<file path="src/rtl/prio_encoder_arb.sv">
// ---------------------------------------------------------------------------
// prio_encoder_arb
//
// Registered priority encoder / arbiter for N active-low request lines.
// Falling edges on req_n are latched into pending bits. Unmasked pending
// channels compete in one of two modes: fixed priority, where the highest
// index wins, or round-robin, which searches downward from a rotating
// pointer. The winner is presented on code with valid, and it stays stable
// until the consumer acknowledges it.
//
// Ports:
//   clk      - rising-edge clock
//   rst_n    - asynchronous active-low reset
//   en_n     - active-low enable; high blocks new grants (pending still kept)
//   req_n    - [N] active-low request lines
//   mask     - [N] 1 = channel excluded from selection
//   rr_mode  - 0 = fixed priority, 1 = round-robin
//   ack      - consumer accepts the current grant (ignored when valid=0)
//   valid    - a grant is presented on code
//   code     - [W] binary index of the granted channel
//   pend     - [N] registered pending bits
//   any_pend - OR of pend (registered)
// ---------------------------------------------------------------------------
module prio_encoder_arb #(
  parameter int N = 8,
  parameter int W = $clog2(N)
) (
  input  logic         clk,
  input  logic         rst_n,
  input  logic         en_n,
  input  logic [N-1:0] req_n,
  input  logic [N-1:0] mask,
  input  logic         rr_mode,
  input  logic         ack,
  output logic         valid,
  output logic [W-1:0] code,
  output logic [N-1:0] pend,
  output logic         any_pend
);

  typedef enum logic {
    IDLE  = 1'b0,
    GRANT = 1'b1
  } state_t;

  state_t         state_q, state_d;
  logic [N-1:0]   req_q, req_d;
  logic [N-1:0]   pend_q, pend_d;
  logic [W-1:0]   ptr_q, ptr_d;
  logic [W-1:0]   code_q, code_d;
  logic           valid_q, valid_d;
  logic           any_pend_q, any_pend_d;

  logic [N-1:0]   eligible;
  logic [N-1:0]   fall_set;
  logic [N-1:0]   grant_clr;
  logic           accept;
  logic [W-1:0]   search_start;
  logic [W-1:0]   winner;
  logic           winner_found;
  int             idx;
  logic [W-1:0]   idx_w;

  // A grant is only consumed while it is actually being presented.
  assign accept   = (state_q == GRANT) && ack;
  assign eligible = pend_q & ~mask;

  // Winner search. Fixed priority is just a downward search from N-1, so
  // both modes share one loop and differ only in the starting index.
  always_comb begin
    search_start = rr_mode ? ptr_q : W'(N - 1);
    winner       = '0;
    winner_found = 1'b0;
    idx          = 0;
    idx_w        = '0;
    for (int k = 0; k < N; k++) begin
      idx = int'(search_start) - k;
      if (idx < 0) begin
        idx = idx + N;
      end
      idx_w = W'(idx);
      if (!winner_found && eligible[idx_w]) begin
        winner_found = 1'b1;
        winner       = idx_w;
      end
    end
  end

  // Pending bits: a falling edge sets, an accepted grant clears. The set
  // term is OR-ed in last so a fresh edge wins over a simultaneous clear.
  always_comb begin
    req_d      = req_n;
    fall_set   = req_q & ~req_n;
    grant_clr  = accept ? ({{(N-1){1'b0}}, 1'b1} << code_q) : '0;
    pend_d     = (pend_q & ~grant_clr) | fall_set;
    any_pend_d = |pend_d;
  end

  // Grant FSM. The pointer moves on every accepted grant regardless of mode,
  // so switching to round-robin later continues from the last serviced slot.
  always_comb begin
    state_d = state_q;
    valid_d = valid_q;
    code_d  = code_q;
    ptr_d   = ptr_q;
    unique case (state_q)
      IDLE: begin
        valid_d = 1'b0;
        if (!en_n && winner_found) begin
          state_d = GRANT;
          valid_d = 1'b1;
          code_d  = winner;
        end
      end
      GRANT: begin
        // mask / en_n / rr_mode changes deliberately have no effect here.
        if (ack) begin
          state_d = IDLE;
          valid_d = 1'b0;
          ptr_d   = (code_q == '0) ? W'(N - 1) : (code_q - W'(1));
        end
      end
      default: begin
        state_d = IDLE;
        valid_d = 1'b0;
      end
    endcase
  end

  always_ff @(posedge clk or negedge rst_n) begin
    if (!rst_n) begin
      state_q    <= IDLE;
      req_q      <= '1;
      pend_q     <= '0;
      ptr_q      <= W'(N - 1);
      code_q     <= '0;
      valid_q    <= 1'b0;
      any_pend_q <= 1'b0;
    end else begin
      state_q    <= state_d;
      req_q      <= req_d;
      pend_q     <= pend_d;
      ptr_q      <= ptr_d;
      code_q     <= code_d;
      valid_q    <= valid_d;
      any_pend_q <= any_pend_d;
    end
  end

  assign valid    = valid_q;
  assign code     = code_q;
  assign pend     = pend_q;
  assign any_pend = any_pend_q;

endmodule
</file>
<file path="config.mk">
export PLATFORM = sky130hd
export DESIGN_NAME = prio_encoder_arb
export DESIGN_NICKNAME = d
export VERILOG_FILES = /design/src/rtl/prio_encoder_arb.sv
export SDC_FILE = /design/constraint.sdc
export NUM_CORES = 1
export LEC_CHECK = 0
export CORE_AREA = 2 2 71 73
export DETAILED_ROUTE_END_ITERATION = 10
export DIE_AREA = 0 0 73 75
export MAX_ROUTING_LAYER = met4
export SLEW_MARGIN = 20
export SYNTH_ARGS = -nofsm -noshare
export SYNTH_HDL_FRONTEND = slang
export SYNTH_SLANG_ARGS = --single-unit
</file>
<file path="constraint.sdc">
create_clock -name clk -period 4.55 [get_ports clk]
set_clock_uncertainty 0.1 [all_clocks]
set_input_delay 0.455 -clock clk [delete_from_list [all_inputs] [get_ports clk]]
set_output_delay 0.455 -clock clk [all_outputs]
set_load 0.1 [all_outputs]
</file>
; ---- After elaboration in Yosys (flattened, before gate mapping)
; Index checks and enable logic that the tools add are counted.
[op_classes]
n_eq_ne = 1
shift = 1
addsub = 16
bitwise = 8
order_cmp = 16
n_reduce_logical = 21
n_mux = 48
[ops]
columns = op, n
row1 = $mux W3, 18
row2 = $lt A3 B4 Y1 const B, 8
row3 = $lt A4 B1 Y1 const B, 7
row4 = $add A3 B1 Y3 const B, 8
row5 = $and A8 B8 Y8, 3
row6 = $bmux W1 S3, 8
row7 = $not A8 Y8, 3
row8 = $mux W1, 19
row9 = $sub A3 B3 Y4 const B, 4
row10 = $logic_and A1 B1 Y1, 9
row11 = $logic_not A1 Y1, 8
row12 = $mux W8, 1
row13 = $or A8 B8 Y8, 1
row14 = $reduce_or A8 Y1, 1
row15 = $shl A1 B3 Y8 const A, 1
row16 = $sub A3 B2 Y4 const B, 2
row17 = $pmux W1 S2, 2
row18 = $reduce_and A2 Y1, 2
row19 = $sub A3 B1 Y4 const B, 1
row20 = $logic_not A3 Y1, 1
row21 = $lt A3 B1 Y1 const B, 1
row22 = $sub A3 B1 Y3 const B, 1
row23 = $ne A2 B2 Y1 const B, 1
row24 = $not A1 Y1, 1
[totals]
inputBits = 21
reg_bits = 25
elab_cells = 118
out_inout_bits = 13

; ---- Logic depth before layout (Yosys ltp)
; Gate-level depths: netlist of run 1.
[logic_depth]
ltp_word = 30
depth_mapped = 11
depth_no_buf = 10

; ---- Worst setup path before layout of run 1
; OpenSTA, ideal clock, no wires.
[synth_timing]
kind = reg2reg
from = register ptr_q[1]
to = register code_q[2], in the netlist code[2]
setup_slack_ns = 0.925
path_stages_with_launch = 11
n_path_buf = 0
setup_time_ns = 0.130
required_ns = 4.320
arrival_ns = 3.395
path_cell_list = dfstp_2 inv_2 nand2_1 inv_2 ha_1 xnor2_1 mux4_2 or3b_1 o41ai_4 and2_1 a31oi_1
[synth_via]
elab_chain_cells = 29
elab_cells_between_ends = 80
[synth_lines]
columns = item, line_no
row1 = start: declaration, 49  ; logic [W-1:0] ptr_q, ptr_d;
row2 = start signal: assignment, 135  ; ptr_q <= W'(N - 1);
row3 = start signal: assignment, 143  ; ptr_q <= ptr_d;
row4 = $mux W3 *, 71  ; search_start = rr_mode ? ptr_q : W'(N - 1);
row5 = branches (longest 28 deep; another with $sub A3 B1 Y4), n/a
row6 = end signal: assignment, 144  ; code_q <= code_d;
row7 = end: declaration, 50  ; logic [W-1:0] code_q, code_d;
; Every way passes the cells marked *. The select of a mux whose other input is x is not followed.
; A chain may end at the register's enable or synchronous reset.

; ---- Final worst setup path of run 1
[layout_timing]
from = input port rr_mode
to = register code_q[2], in the netlist code[2]
[layout_via]
elab_chain_cells = 29
elab_cells_between_ends = 80
[layout_lines]
columns = item, line_no
row1 = start: declaration, 33  ; input logic rr_mode,
row2 = $mux W3 *, 71
row3 = branches (longest 28 deep; another with $sub A3 B1 Y4), n/a
; Marked as above.

==> flow_metrics.env, run 1 <==
export IMPL_status="finished clean"
export IMPL_critical_path_buf_inv_count=2
export IMPL_via_count=1686
export IMPL_maxUsedRoutingLayer="met4"
export IMPL_synthTopCellsByCount="sky130_fd_sc_hd__nand2_1 (31), sky130_fd_sc_hd__inv_1 (15), sky130_fd_sc_hd__mux2i_1 (15), sky130_fd_sc_hd__dfrtp_1 (14), sky130_fd_sc_hd__o21ai_0 (13)"
export IMPL_final_core_utilization_pct=51.4
export IMPL_met1Wirelength_um=2360
export IMPL_design_final_nets=271
export IMPL_multiInputGateArea_mm2=0.00120
export IMPL_die_h_um=75
export IMPL_post_route_cells_drive_above_1_share_pct=15.7
export IMPL_yosys_warnings=0
export IMPL_cts_sinks=25
export IMPL_worstSkewPairLatency_ns=0.27
export IMPL_die_area_mm2=0.00548
export IMPL_start_util_pct=41.6
export IMPL_via_count_of_the_first_global_routing_pass=1688
export IMPL_layout_filler_cells=436
export IMPL_slew_headroom_pct=34.8
export IMPL_synth_top_area_share_pct=18.1
export IMPL_fp_dieW_um=73
export IMPL_h_tree_levels=1
export IMPL_wire_length_of_the_first_global_routing_pass_um=8190
export IMPL_io_buffers=33
export IMPL_slowest_stage="sky130_fd_sc_hd__mux4_2"
export IMPL_register_area_um2=639
export IMPL_worst_setup_path_start_kind="primary input"
export IMPL_ys_seq_area_share_pct=33.0
export IMPL_n_antenna_cell=0
export IMPL_slowest_stage_delay_cp_ns=0.60
export IMPL_power_per_cell_area_mw_per_mm2=651
export IMPL_timing_rr_end="code[2]"
export IMPL_pre_repair_dr_iteration_count=4
export IMPL_pin_count=34
export IMPL_max_clock_path_buffers=2
export IMPL_post_cts_resize_count=0
export IMPL_path_clk_slew_ns=0.09
export IMPL_mappedNetlistNets=232
export IMPL_synthesis_area_mm2=0.00194
export IMPL_synth_most_common_cell="sky130_fd_sc_hd__nand2_1"
export IMPL_synthCells=204
export IMPL_post_dp_hpwl_um=3930
export IMPL_synth_ff_latch_count=25
export IMPL_leakagePower_uw=0.00103
export IMPL_synthToLayoutAreaGrowth_pct=23.6
export IMPL_drtAntennaViolNets=0
export IMPL_wire_per_inst_um=16.8
export IMPL_min_delay_path_class="primary input to async pin"
export IMPL_worst_setup_path_type="primary input to flop"
export IMPL_totalWireLength_um=4960
export IMPL_via_per_inst=5.70
export IMPL_grt_setup_unrepaired="no"
export IMPL_worstPathCellList="clkdlybuf4s50_1 > nand2_1 > inv_2 > ha_1 > xnor2_1 > mux4_2 > or3b_1 > o41ai_4 > and2_1 > a31oi_1"
export IMPL_fp_coreArea_mm2=0.00466
export IMPL_placement_rows=25
export IMPL_worst_path_max_fanout=10
export IMPL_ctsHoldBuffers=0
export IMPL_synthTopCellsByArea="sky130_fd_sc_hd__dfrtp_1 (18%), sky130_fd_sc_hd__dfstp_2 (15%), sky130_fd_sc_hd__mux4_2 (8.1%), sky130_fd_sc_hd__mux2i_1 (7.8%), sky130_fd_sc_hd__nand2_1 (6.0%)"
export IMPL_root_buffer="sky130_fd_sc_hd__clkbuf_8"
export IMPL_tritoncts_num_buffers=3
export IMPL_critPathTopFamily="simple AND/OR/NAND/NOR gates"
export IMPL_edff_count_synth=0
export IMPL_setup_violations=0
export IMPL_synthArstFlopShare_pct=100
export IMPL_final_min_period_over_clock_period_pct=83.6
export IMPL_grt_start_max_net_pins=26
export IMPL_timing_worst_slew_pin_value_ns=0.975
export IMPL_initialDrtViolationCount=137
export IMPL_final_critical_path_setup_slack_ns=0.746
export IMPL_gp_routability_congestion=0.847
export IMPL_synth_largest_area_cell="sky130_fd_sc_hd__dfrtp_1"
export IMPL_max_slew_violation_count=0
export IMPL_critical_path_reg2reg_startpoint="ptr_q[1]"
export IMPL_dp_slack_ns=0.480
export IMPL_slack_of_the_worst_reg_to_reg_path_ns=0.82
export IMPL_data_required_time_of_the_critical_path_ns=4.59
export IMPL_detailroute_wirelength_met3_um=190
export IMPL_vdd_ir_drop_worst_mv=0.327
export IMPL_track_usage_pct=20.1
export IMPL_avgSynthCellArea_um2=9.49
export IMPL_setup_tns_final_ns=0
export IMPL_synth_cell_type_count=50
export IMPL_postCtsSetupRepairBufs=0
export IMPL_number_of_antenna_violations_at_the_first_check_in_global_routing=0
export IMPL_post_route_min_period_ns=3.80
export IMPL_fin_total_pwr_uw=1560
export IMPL_worst_r2r_path_depth=10
export IMPL_met2WireLength_um=2330
export IMPL_finalHoldViolCount=0
export IMPL_timing_max_cap_violations=0
export IMPL_worst_ep_arrival_time_ns=3.85
export IMPL_synth_flop_cell="sky130_fd_sc_hd__dfrtp_1"
export IMPL_timing_critical_path_to_type="flop"
export IMPL_grt_overflow_total=0
export IMPL_drc=0
export IMPL_cts_tree="done"
export IMPL_fmax_mhz=263
per-layer routing:
| layer | up-vias | track usage (%) |
|---|---|---|
| met4 | 0 | 6.58 |
| li1 | 825 | - |
| met5 | - | - |
| met3 | 8 | 2.01 |
| met1 | 807 | 28.0 |
| met2 | 46 | 30.8 |
how the worst max path moves through the flow:
stage / startpoint / endpoint / slack, ns / depth (start not counted)
finish: rr_mode / code[2] / 0.75 / 10
CTS: rr_mode / code[2] / 0.76 / 9
detailed placement: rr_mode / code[2] / 0.48 / 9
floorplan: ptr_q[1] / code[2] / 0.92 / 10
global route: rr_mode / code[1] / 0.50 / 10
global placement: rr_mode / code[2] / 0.54 / 10
sequential cells by signal, summed over array words and instances, names as in the netlist:
register and flops:
pend 8, req_q 8, code 3, ptr_q 3
any_pend 1, state_q 1, valid 1
placed cells by master, fill, tap and decap left out, drive strengths merged, types with 2 or more instances in the layout:
| cell | n |
|---|---|
| mux2i | 15 |
| mux2 | 8 |
| ha | 7 |
| inv | 18 |
| a22oi | 5 |
| o31ai | 2 |
| buf | 5 |
| dfrtp | 14 |
| nor2 | 11 |
| a21oi | 5 |
| nand2b | 4 |
| clkdlybuf4s50 | 33 |
| nand2 | 31 |
| nor3 | 2 |
| nor2b | 5 |
| a211oi | 2 |
| o21ai | 14 |
| nand4 | 5 |
| dfstp | 11 |
| mux4 | 7 |
| o221ai | 2 |
| xor2 | 3 |
| a31oi | 4 |
| clkbuf | 3 |
| and2 | 3 |
| xnor2 | 2 |
| o211ai | 3 |
metrics by stage:
stage | hold slack (ns) | cell area [µm²] | instances
6_report | 0.437 | 2390 | 296
5_1_grt | 0.458 | 2390 | 296
4_1_cts | 0.443 | 2390 | 296
3_5_place_dp | 0.418 | 2340 | 292
3_3_place_gp | 0.424 | 2340 | 292
2_1_floorplan | 0.0594 | 1940 | 204
final cells by class:
| cell class | instances | area share, % |
|---|---|---|
| clock buffers | 3 | 1.73 |
| clock inverters | 1 | 0.314 |
| inverters | 18 | 2.93 |
| multi-input cells | 157 | 50.1 |
| flip-flops and latches | 25 | 26.7 |
| well taps | 54 | 2.82 |
| repair buffers | 38 | 15.4 |
report_power, final:
part	switching, µW	internal [µW]
Clock	70.5	62.0
Combinational	688	393
Sequential	60.5	284
cells by family after synthesis:
kind of cell	Yosys count	share of synthesized area, %
AOI/OAI and AO/OA	46	16.9
xor gates and xnor gates	5	2.26
adders and majority gates	7	4.52
buffers and inverters	22	5.04
DFF	25	33.0
muxes	30	20.9
and+or+nand+nor	69	17.4
Power figures use the tool's default switching activity.
==> run 2, diff against run 1 <==
--- a/config.mk
+++ b/config.mk
@@ -9,6 +9,7 @@
 export DETAILED_ROUTE_END_ITERATION = 10
 export DIE_AREA = 0 0 73 75
 export MAX_ROUTING_LAYER = met4
+export PLACE_DENSITY = 0.67
 export SLEW_MARGIN = 20
 export SYNTH_ARGS = -nofsm -noshare
 export SYNTH_HDL_FRONTEND = slang
==> constraint.sdc (replaced) <==
create_clock -name clk -period 3.3 [get_ports clk]
set_clock_uncertainty 0.1 [all_clocks]
set_input_delay 0.33 -clock clk [delete_from_list [all_inputs] [get_ports clk]]
set_output_delay 0.33 -clock clk [all_outputs]
set_load 0.1 [all_outputs]
==> run 2 against run 1 <==
Net effect: sequential cell count unchanged; worst hold slack lost 0.056 ns; wire length up 7.0%; power up 56%; cell area increased by 12%; combinational power is 66% higher; first-iteration DRC count increased by 18%; utilization is 6.2 points higher; die area stayed put; final cell count grew 10%; global-route usage up 1.2 points; critical path type is now flop to flop; largest power group unchanged.
==> flow_metrics.env, run 2 (synthesis results as in run 1) <==
export IMPL_grt_start_max_net_pins=25
export IMPL_worst_ep_arrival_time_ns=3.24
export IMPL_max_slew_violation_count=0
export IMPL_post_route_min_period_ns=3.15
export IMPL_pre_repair_dr_iteration_count=4
export IMPL_setup_violations=0
export IMPL_io_buffers=33
export IMPL_worst_setup_path_start_kind="flop"
export IMPL_tritoncts_num_buffers=3
export IMPL_max_clock_path_buffers=2
export IMPL_slowest_stage_delay_cp_ns=0.61
export IMPL_totalWireLength_um=5310
export IMPL_pin_count=34
export IMPL_via_count=1807
export IMPL_h_tree_levels=1
export IMPL_placedInstanceArea_mm2=0.00260
export IMPL_drc=0
export IMPL_timing_worst_slew_pin_value_ns=0.973
export IMPL_cts_sinks=25
export IMPL_worstSkewPairLatency_ns=0.26
export IMPL_placement_rows=25
export IMPL_path_clk_slew_ns=0.08
export IMPL_final_min_period_over_clock_period_pct=95.4
export IMPL_drtAntennaViolNets=0
export IMPL_start_util_pct=41.6
export IMPL_gp_routability_congestion=0.895
export IMPL_fp_coreArea_mm2=0.00466
export IMPL_cts_tree="done"
export IMPL_slowest_stage="sky130_fd_sc_hd__dfstp_2"
export IMPL_data_required_time_of_the_critical_path_ns=3.39
export IMPL_wire_length_of_the_first_global_routing_pass_um=8630
export IMPL_initialDrtViolationCount=161
export IMPL_wire_per_inst_um=16.2
export IMPL_die_area_mm2=0.00548
export IMPL_final_core_utilization_pct=57.6
export IMPL_fmax_mhz=318
export IMPL_status="finished clean"
export IMPL_synthToLayoutAreaGrowth_pct=38.5
export IMPL_post_dp_hpwl_um=4410
export IMPL_worstPathCellList="inv_2 > nand2_2 > inv_2 > ha_1 > xnor2_4 > mux4_2 > or3b_4 > o41ai_4 > buf_4 > a31oi_1 > a31oi_1"
export IMPL_final_cell_mix="sky130_fd_sc_hd__buf_4 (34), sky130_fd_sc_hd__clkdlybuf4s50_1 (31), sky130_fd_sc_hd__nand2_1 (30)"
export IMPL_min_delay_path_class="primary input to flop"
export IMPL_grt_overflow_total=0
export IMPL_worst_path_max_fanout=5
export IMPL_finalHoldViolCount=0
export IMPL_number_of_antenna_violations_at_the_first_check_in_global_routing=0
export IMPL_leakagePower_uw=0.00121
export IMPL_mostFrequentLayoutCell="sky130_fd_sc_hd__buf_4"
export IMPL_root_buffer="sky130_fd_sc_hd__clkbuf_8"
export IMPL_dp_slack_ns=-0.305
export IMPL_power_per_cell_area_mw_per_mm2=907
export IMPL_post_route_cells_drive_above_1_share_pct=27.1
export IMPL_stdcell_area_mm2=0.00268
export IMPL_timing_max_cap_violations=0
export IMPL_postCtsSetupRepairBufs=0
export IMPL_fp_dieW_um=73
export IMPL_worst_setup_path_type="flop to flop"
export IMPL_timing_critical_path_to_type="flop"
export IMPL_track_usage_pct=21.3
export IMPL_setup_tns_final_ns=0
export IMPL_via_count_of_the_first_global_routing_pass=1813
export IMPL_die_h_um=75
export IMPL_n_antenna_cell=0
export IMPL_final_critical_path_setup_slack_ns=0.152
export IMPL_design_final_nets=302
export IMPL_slew_headroom_pct=34.9
export IMPL_via_per_inst=5.53
export IMPL_grt_setup_unrepaired="no"
export IMPL_vdd_ir_drop_worst_mv=0.499
==> run 2: changes by cell type in the layout (fill, tap and decap cells not counted), sizes merged <==
cell           delta
dlygate4sd3       +1
buf              +31
clkdlybuf4s50     -2
clkbuf            +1
clkinvlp          -1
dlymetal6s2s      +1
==> run 2: what timing repair did <==
item / CTS / global route
gates resized for setup: 1 / 5
endpoints found under the hold margin: 0 / 14
hold buffers: 0 / 1
setup endpoints to repair: 2 / 3
==> run 2: area by class of cell <==
type / instances / area (µm²)
clock buffer: 4 / 45.0
fill: 417 / 1980
inverter: 18 / 70.1
multi-input combinational: 157 / 1250
sequential: 25 / 639
tap: 54 / 67.6
timing repair buffer: 69 / 613
==> run 2: layer usage <==
metal,wire length (µm),global-route usage [%],vias to the layer above,share of wire [%]
met1,2390,28.4,864,45
met5,0,-,-,0
li1,-,-,883,-
met3,215,1.47,8,4.0
met2,2600,34.8,52,49
met4,102,7.00,0,1.9
==> run 2: worst paths after layout <==
path                       cells past startpoint  startpoint  slack [ns]  endpoint
setup / recovery                              11    ptr_q[1]        0.15   code[2]
hold / removal                                 1    req_n[4]        0.38  req_q[4]
setup reg to reg                              11    ptr_q[1]        0.15   code[2]
hold reg to reg                                2       valid        0.43     valid
max in group asynchronous                      3       rst_n        2.10  ptr_q[0]
min in group asynchronous                      2       rst_n        0.47  any_pend
==> run 2: per-stage QoR <==
stage	hold WS, ns	total power [µW]	instances
2_1_floorplan	-0.0656	1610	204
3_3_place_gp	0.422	2200	322
3_5_place_dp	0.424	2200	322
4_1_cts	0.381	2400	326
5_1_grt	0.391	2580	327
6_report	0.382	2430	327
==> run 2: critical path, delay by kind of cell (launching register included) <==
family | cells | cell delay [ns]
simple gates | 2 | 0.55
xor+xnor | 1 | 0.18
buf+inv | 3 | 0.31
fa+ha+maj | 1 | 0.26
flops | 1 | 0.61
compound gates | 3 | 0.55
mux | 1 | 0.52
==> run 2: power by group <==
group / leakage (µW) / switching [µW] / internal [µW]
clock: 0.0000228 / 89.5 / 86.3
combinational: 0.000935 / 1030 / 757
sequential: 0.000256 / 79.9 / 391
total: 0.00121 / 1200 / 1230
